File: src/rtl/hsv_core_pkg.sv
// Shared core types: bus words, counters, tokens and read metadata.
// Also holds AXI response codes and the load-extract helper.
package hsv_core_pkg;

  typedef logic [31:0] word;
  typedef logic [3:0]  mem_counter;
  typedef logic [4:0]  insn_token;

  localparam logic [1:0] AXI_RESP_OKAY   = 2'd0;
  localparam logic [1:0] AXI_RESP_EXOKAY = 2'd1;
  localparam logic [1:0] AXI_RESP_SLVERR = 2'd2;
  localparam logic [1:0] AXI_RESP_DECERR = 2'd3;

  typedef enum logic [1:0] {
    MEM_SIZE_B = 2'd0,
    MEM_SIZE_H = 2'd1,
    MEM_SIZE_W = 2'd2
  } mem_size_t;

  typedef struct packed {
    insn_token  token;
    logic [1:0] offset;
    mem_size_t  size;
    logic       is_unsigned;
  } mem_read_meta_t;

  typedef enum logic {
    RESP_RUN   = 1'b0,
    RESP_DRAIN = 1'b1
  } resp_state_t;

  function automatic word load_extract(word data, mem_read_meta_t m);
    word sh;
    word res;
    sh = data >> {m.offset, 3'b000};
    case (m.size)
      MEM_SIZE_B: res = {{24{~m.is_unsigned & sh[7]}}, sh[7:0]};
      MEM_SIZE_H: res = {{16{~m.is_unsigned & sh[15]}}, sh[15:0]};
      default:    res = sh;
    endcase
    return res;
  endfunction

endpackage

File: src/rtl/hsv_core_mem_meta_fifo.sv
// Read-metadata FIFO; wrap-around pointers with an extra MSB.
// Head entry is visible combinationally on rdata.
module hsv_core_mem_meta_fifo
  import hsv_core_pkg::*;
#(
  parameter int Depth = 4
) (
  input  logic           clk_core,
  input  logic           rst_core_n,
  input  logic           push,
  input  mem_read_meta_t wdata,
  input  logic           pop,
  output mem_read_meta_t rdata
);

  localparam int AW = $clog2(Depth);

  logic [AW:0]    wptr_q;
  logic [AW:0]    rptr_q;
  mem_read_meta_t mem_q [Depth];
  logic           full;
  logic           empty;

  assign empty = (wptr_q == rptr_q);
  assign full  = (wptr_q[AW] != rptr_q[AW]) &&
                 (wptr_q[AW-1:0] == rptr_q[AW-1:0]);
  assign rdata = mem_q[rptr_q[AW-1:0]];

  always_ff @(posedge clk_core or negedge rst_core_n) begin
    if (!rst_core_n) begin
      wptr_q <= '0;
      rptr_q <= '0;
    end else begin
      if (push) wptr_q <= wptr_q + 1'b1;
      if (pop)  rptr_q <= rptr_q + 1'b1;
    end
  end

  always_ff @(posedge clk_core) begin
    if (push) mem_q[wptr_q[AW-1:0]] <= wdata;
  end

  // Outstanding-read limits upstream keep these from ever firing.
  a_no_overflow : assert property (
    @(posedge clk_core) disable iff (!rst_core_n) !(push && full));
  a_no_underflow : assert property (
    @(posedge clk_core) disable iff (!rst_core_n) !(pop && empty));

endmodule

File: src/rtl/hsv_core_mem_response.sv
// Memory response stage: R/B tracking, load formatting, flush drain.
// Define HSV_MEM_BUS_ERROR_EN to report SLVERR/DECERR on bus_error_o.
module hsv_core_mem_response
  import hsv_core_pkg::*;
#(
  parameter int MetaDepth = 4
) (
  input  logic           clk_core,
  input  logic           rst_core_n,
  input  logic           flush,
  input  logic           pending_reads_up,
  input  logic           pending_writes_up,
  input  mem_read_meta_t read_meta,
  input  logic           dmem_r_valid,
  output logic           dmem_r_ready,
  input  word            dmem_r_data,
  input  logic [1:0]     dmem_r_resp,
  input  logic           dmem_b_valid,
  output logic           dmem_b_ready,
  input  logic [1:0]     dmem_b_resp,
  output mem_counter     pending_reads,
  output mem_counter     pending_writes,
  output logic           fence_ready,
  output logic           valid_o,
  input  logic           stall_i,
  output word            result_o,
  output insn_token      token_o,
  output logic           bus_error_o,
  output logic           write_done_o
);

  resp_state_t    state_q;
  resp_state_t    state_d;
  mem_read_meta_t head;
  logic           drain;
  logic           hold;
  logic           r_hs;
  logic           r_fire;
  logic           b_fire;
  logic           load;
  logic           valid_d;
  logic           resp_err;
  word            load_data;

  assign drain        = (state_q == RESP_DRAIN);
  assign hold         = valid_o & stall_i;
  assign dmem_r_ready = ~hold | drain;
  assign dmem_b_ready = 1'b1;
  assign r_hs         = dmem_r_valid & dmem_r_ready;
  // A beat with nothing outstanding is dropped entirely.
  assign r_fire       = r_hs & (pending_reads != '0);
  assign b_fire       = dmem_b_valid & (pending_writes != '0);
  assign load         = r_fire & ~drain & ~flush;
  assign fence_ready  = (pending_reads == '0) & (pending_writes == '0);

`ifdef HSV_MEM_BUS_ERROR_EN
  logic unused_b_resp;
  assign unused_b_resp = ^dmem_b_resp;
  assign resp_err = (dmem_r_resp == AXI_RESP_SLVERR) |
                    (dmem_r_resp == AXI_RESP_DECERR);
`else
  logic unused_resp;
  assign unused_resp = ^{dmem_r_resp, dmem_b_resp};
  assign resp_err    = 1'b0;
`endif

  assign load_data = resp_err ? '0 : load_extract(dmem_r_data, head);

  hsv_core_mem_meta_fifo #(
    .Depth(MetaDepth)
  ) u_meta_fifo (
    .clk_core  (clk_core),
    .rst_core_n(rst_core_n),
    .push      (pending_reads_up),
    .wdata     (read_meta),
    .pop       (r_fire),
    .rdata     (head)
  );

  always_comb begin
    state_d = state_q;
    unique case (state_q)
      RESP_RUN:
        if (flush && ((pending_reads != '0) || r_hs)) state_d = RESP_DRAIN;
      RESP_DRAIN:
        if (pending_reads == '0) state_d = RESP_RUN;
      default: state_d = RESP_RUN;
    endcase
  end

  always_comb begin
    valid_d = 1'b0;
    if (!flush) valid_d = load | hold;
  end

  always_ff @(posedge clk_core or negedge rst_core_n) begin
    if (!rst_core_n) begin
      state_q        <= RESP_RUN;
      pending_reads  <= '0;
      pending_writes <= '0;
      valid_o        <= 1'b0;
      write_done_o   <= 1'b0;
    end else begin
      state_q      <= state_d;
      valid_o      <= valid_d;
      write_done_o <= b_fire & ~flush;
      if (pending_reads_up && !r_fire)
        pending_reads <= pending_reads + 1'b1;
      else if (!pending_reads_up && r_fire)
        pending_reads <= pending_reads - 1'b1;
      if (pending_writes_up && !b_fire)
        pending_writes <= pending_writes + 1'b1;
      else if (!pending_writes_up && b_fire)
        pending_writes <= pending_writes - 1'b1;
    end
  end

`ifdef HSV_MEM_BUS_ERROR_EN
  always_ff @(posedge clk_core or negedge rst_core_n) begin
    if (!rst_core_n) begin
      bus_error_o <= 1'b0;
    end else if (load) begin
      bus_error_o <= resp_err;
    end else if (!(hold && !flush)) begin
      bus_error_o <= 1'b0;
    end
  end
`else
  assign bus_error_o = 1'b0;
`endif

  always_ff @(posedge clk_core) begin
    if (load) begin
      result_o <= load_data;
      token_o  <= head.token;
    end
  end

endmodule
File: config.mk
export PLATFORM = sky130hd
export DESIGN_NAME = hsv_core_mem_response
export DESIGN_NICKNAME = d
export VERILOG_FILES = /design/src/rtl/hsv_core_pkg.sv /design/src/rtl/hsv_core_mem_meta_fifo.sv /design/src/rtl/hsv_core_mem_response.sv
export SDC_FILE = /design/constraint.sdc
export NUM_CORES = 1
export LEC_CHECK = 0
export CORE_MARGIN = 3
export CORE_UTILIZATION = 39
export DETAILED_ROUTE_END_ITERATION = 8
export PLACE_DENSITY = 0.68
export SETUP_SLACK_MARGIN = 0.2
export SYNTH_ARGS = -nofsm -noshare
export SYNTH_HDL_FRONTEND = slang
export SYNTH_HIERARCHICAL = 1
export SYNTH_SLANG_ARGS = --single-unit
export TNS_END_PERCENT = 1
File: constraint.sdc
create_clock -name clk_core -period 3.2 [get_ports clk_core]
set_input_delay 0.32 -clock clk_core [delete_from_list [all_inputs] [get_ports clk_core]]
set_output_delay 0.32 -clock clk_core [all_outputs]
set_load 0.05 [all_outputs]
==> impl_results.md <==
- RSZ-0062 raised after global routing: no
- WL per Instance: 16.8 microns
- Final wirelength: 8930 microns
- Critical-path top delay cell: or4_4
- Worst setup EP type: register
- Final nets: 455
- Synth Flop Type: edfxtp_1
- Sequential fraction of the synthesis area: 62.6%
- WHS: 0.378 ns
- Post-DRT Antenna Nets: 0
- Core Region: 10500 sq um
- Final setup vio count: 0
- Die area: 12300 sq um
- P&R area growth vs syn: 30.3%
- Port buffer count: just under 100
- Initial antenna violation count: 0
- Synth Warn #: 6
- Placed Instances: roughly 500
- Tot GR Track Use: 15.0%
- HP Class: primary input to asynchronous set/reset pin
- DR iter-0 viols: between 150 and 200
- # rows: 37
- Worst-Skew Late Latency: 0.36 ns
- Ant diodes: 0
- Routed vias: 2763
- # Post-CTS Setup Buffers: 0
- I/O pin cnt: roughly 110
- Slew HR: 52.4%
- Global-route wire length before repair: between 10000 and 15000 microns
- Clk sinks: 92
- Root Driver: clkbuf_8
- Clock skew: around 0.01 ns
- Post-route DRC: 0
- GPL Wtd Cong: slightly below 0.8
- CP max FO: 6
- Worst path cell trace: or4_4 -> nand3_1 -> ha_1 -> inv_1 -> ha_1 -> or4_1 -> o211ai_1 -> o211ai_1
- Peak supply drop: 0.532 mV
- Total negative setup slack: 0 ns
- CTS tree: built
- CP max stage delay: around 0.60 ns
- Status: finished, final reports clean
- Synthesized flop and latch total: 92
- HPWL after DPL: between 6000 and 7000 microns
- Syn avg cell area: 14.7 sq um
- Leakage: 1.97 nW
- Worst slew pin tran: 0.711 ns
- Via-per-instance ratio: about 5.2
- Fin worst setup slack: 0.401 ns
- Worst Path Arrival: 3.04 ns
- Worst Path Required: 3.44 ns
- Max cap viols: 0
- Height of the chip: 111 microns
- CTS Buffer Depth: 2
- Ys async rst share: 16.3%
- Cell Pwr Density: 894 nW/um^2
- Clock transition at path regs: 0.10 ns
- Post-route insts no fill: 530
- Number of buffers added to fix hold violations after cts: 0
- Setup CP Type: register to register
- Filler Cells Inserted: 936
- Post-Syn Nets: 358
- GRT overflow: 0
- Post-synth EDFFs: between 70 and 80
- H-Tree Depth: 3
- Largest net degree at the start of global routing: 38
- TritonCTS Buffers: 9
- Crit path launch type: register
- Vias in the first global route: 2791
- Final Max Slew Viols: 0
- Unique masters post-synth: 44
- Hold Violations, Final: 0
- Fmax: 0.357 GHz
- Mapped Cells: 292
- Die span in x: 111 microns
- Fin crit period: 2.80 ns
- Drt first pass iters: 4
- Cell area after synthesis: 4290 sq um
- Fraction of layout cells with a size suffix above 1: 9.90%
- Final period util: 87.5%
- Initial core utilization: 40.9%
- Pre-CTS setup slack: 0.318 ns
## final timing paths
path | startpoint | to | slack [ns] | depth (start not counted)
max | pending_reads[0] | pending_reads[3] | 0.40 | 8
min | rst_core_n | pending_reads[2] | 0.38 | 1
max reg2reg | pending_reads[0] | pending_reads[3] | 0.40 | 8
min reg2reg | u_meta_fifo/wptr_q[0] | u_meta_fifo/wptr_q[0] | 0.55 | 1
max in group asynchronous | rst_core_n | pending_writes[3] | 2.36 | 1
min in group clk_core | dmem_b_valid | write_done_o | 0.51 | 3
## metrics by stage
stage,area [sq um],utilization [%],power [mW]
2_1_floorplan,4290,-,3.66
3_3_place_gp,5370,51.1,4.18
3_5_place_dp,5370,51.1,4.22
4_1_cts,5590,53.2,5.07
5_1_grt,5600,53.2,5.36
6_report,5600,53.2,5.00
## flip-flops by register name (all words and copies together), names as in the netlist
| signal | cells |
|---|---|
| drain | 1 |
| u_meta_fifo/rptr_q | 2 |
| u_meta_fifo/mem_q | 40 |
| valid_o | 1 |
| token_o | 5 |
| result_o | 32 |
| pending_reads | 4 |
| pending_writes | 4 |
| u_meta_fifo/wptr_q | 2 |
| write_done_o | 1 |
## cell usage in the layout (no fill, tap or decap), drive strengths merged, types with 2 or more instances in the layout
| cell | count |
|---|---|
| mux2i | 19 |
| o21ai | 11 |
| nand3b | 3 |
| buf | 5 |
| o22ai | 8 |
| clkinvlp | 2 |
| nand2b | 2 |
| a21oi | 21 |
| edfxtp | 77 |
| o211ai | 4 |
| mux2 | 3 |
| nor2 | 7 |
| conb | 2 |
| a211oi | 7 |
| a2111o | 2 |
| nand3 | 5 |
| ha | 10 |
| or4 | 4 |
| dfrtp | 15 |
| fa | 2 |
| nor3 | 2 |
| nand2 | 17 |
| xor2 | 2 |
| xnor2 | 5 |
| nor2b | 11 |
| mux4 | 11 |
| and2 | 4 |
| or3 | 2 |
| clkdlybuf4s50 | 98 |
| clkbuf | 9 |
| a2bb2oi | 6 |
| inv | 9 |
## kinds of logic (layout without fill, tap and decap cells)
group,Yosys count,in the layout,synth area share [%]
flops,92,92,62.6
compound gates,63,63,10.0
simple gates,60,60,7.58
mux,33,33,11.2
buf+inv,23,125,3.12
fa+ha+maj,12,12,3.85
xor+xnor,7,7,1.43
other cells,2,2,0.175
## per-layer routing
metal | vias up | global-route usage (%) | share of wire [%]
met5 | - | 0 | 0
met4 | 0 | 4.43 | 1.2
met1 | 1343 | 19.5 | 44
li1 | 1316 | - | -
met2 | 94 | 24.2 | 48
met3 | 10 | 4.69 | 6.9
## synthesized netlist by cell type, drive strengths merged, types with 5 or more instances
master    n  area, sq um
ha       10          125
buf      13         96.3
a2bb2oi   6         52.6
dfrtp    15          375
a211oi    7         52.6
nor2      7         26.3
nor2b    11         68.8
mux4     11          255
edfxtp   77         2310
inv       6         22.5
nand2    17         63.8
o22ai     8         50.1
o21ai    11         55.1
mux2i    19          190
xnor2     5         43.8
nand3     5         25.0
a21oi    21          116
## worst max-delay path: cells and delay by family (launching register included)
kind            cells  cell delay [ns]
compound gates      2             0.22
fa+ha+maj           2             0.61
buf+inv             1             0.12
flops               1             0.47
simple gates        3             1.26
## power breakdown
part	total, mW	switching (mW)	internal [mW]
clock	0.831	0.448	0.384
sequential	1.82	0.149	1.67
combinational	2.35	1.38	0.968
total	5.00	1.98	3.03
## repair_timing
item	4_1_cts	5_1_grt
endpoints found under the setup margin	0	1
hold endpoints to repair	0	0
gates resized for setup	0	1
## cell type report
class / instances / area (sq um) / share of cell area, %
well taps: 136 / 170 / 3.04
clock buffers: 9 / 124 / 2.21
multi-input cells: 177 / 1480 / 26.4
flip-flops and latches: 92 / 2690 / 48.0
inverters: 6 / 22.5 / 0.403
clock inverters: 7 / 95.1 / 1.70
repair buffers: 103 / 1020 / 18.2
No activity file was read; power rests on OpenSTA's default activity.
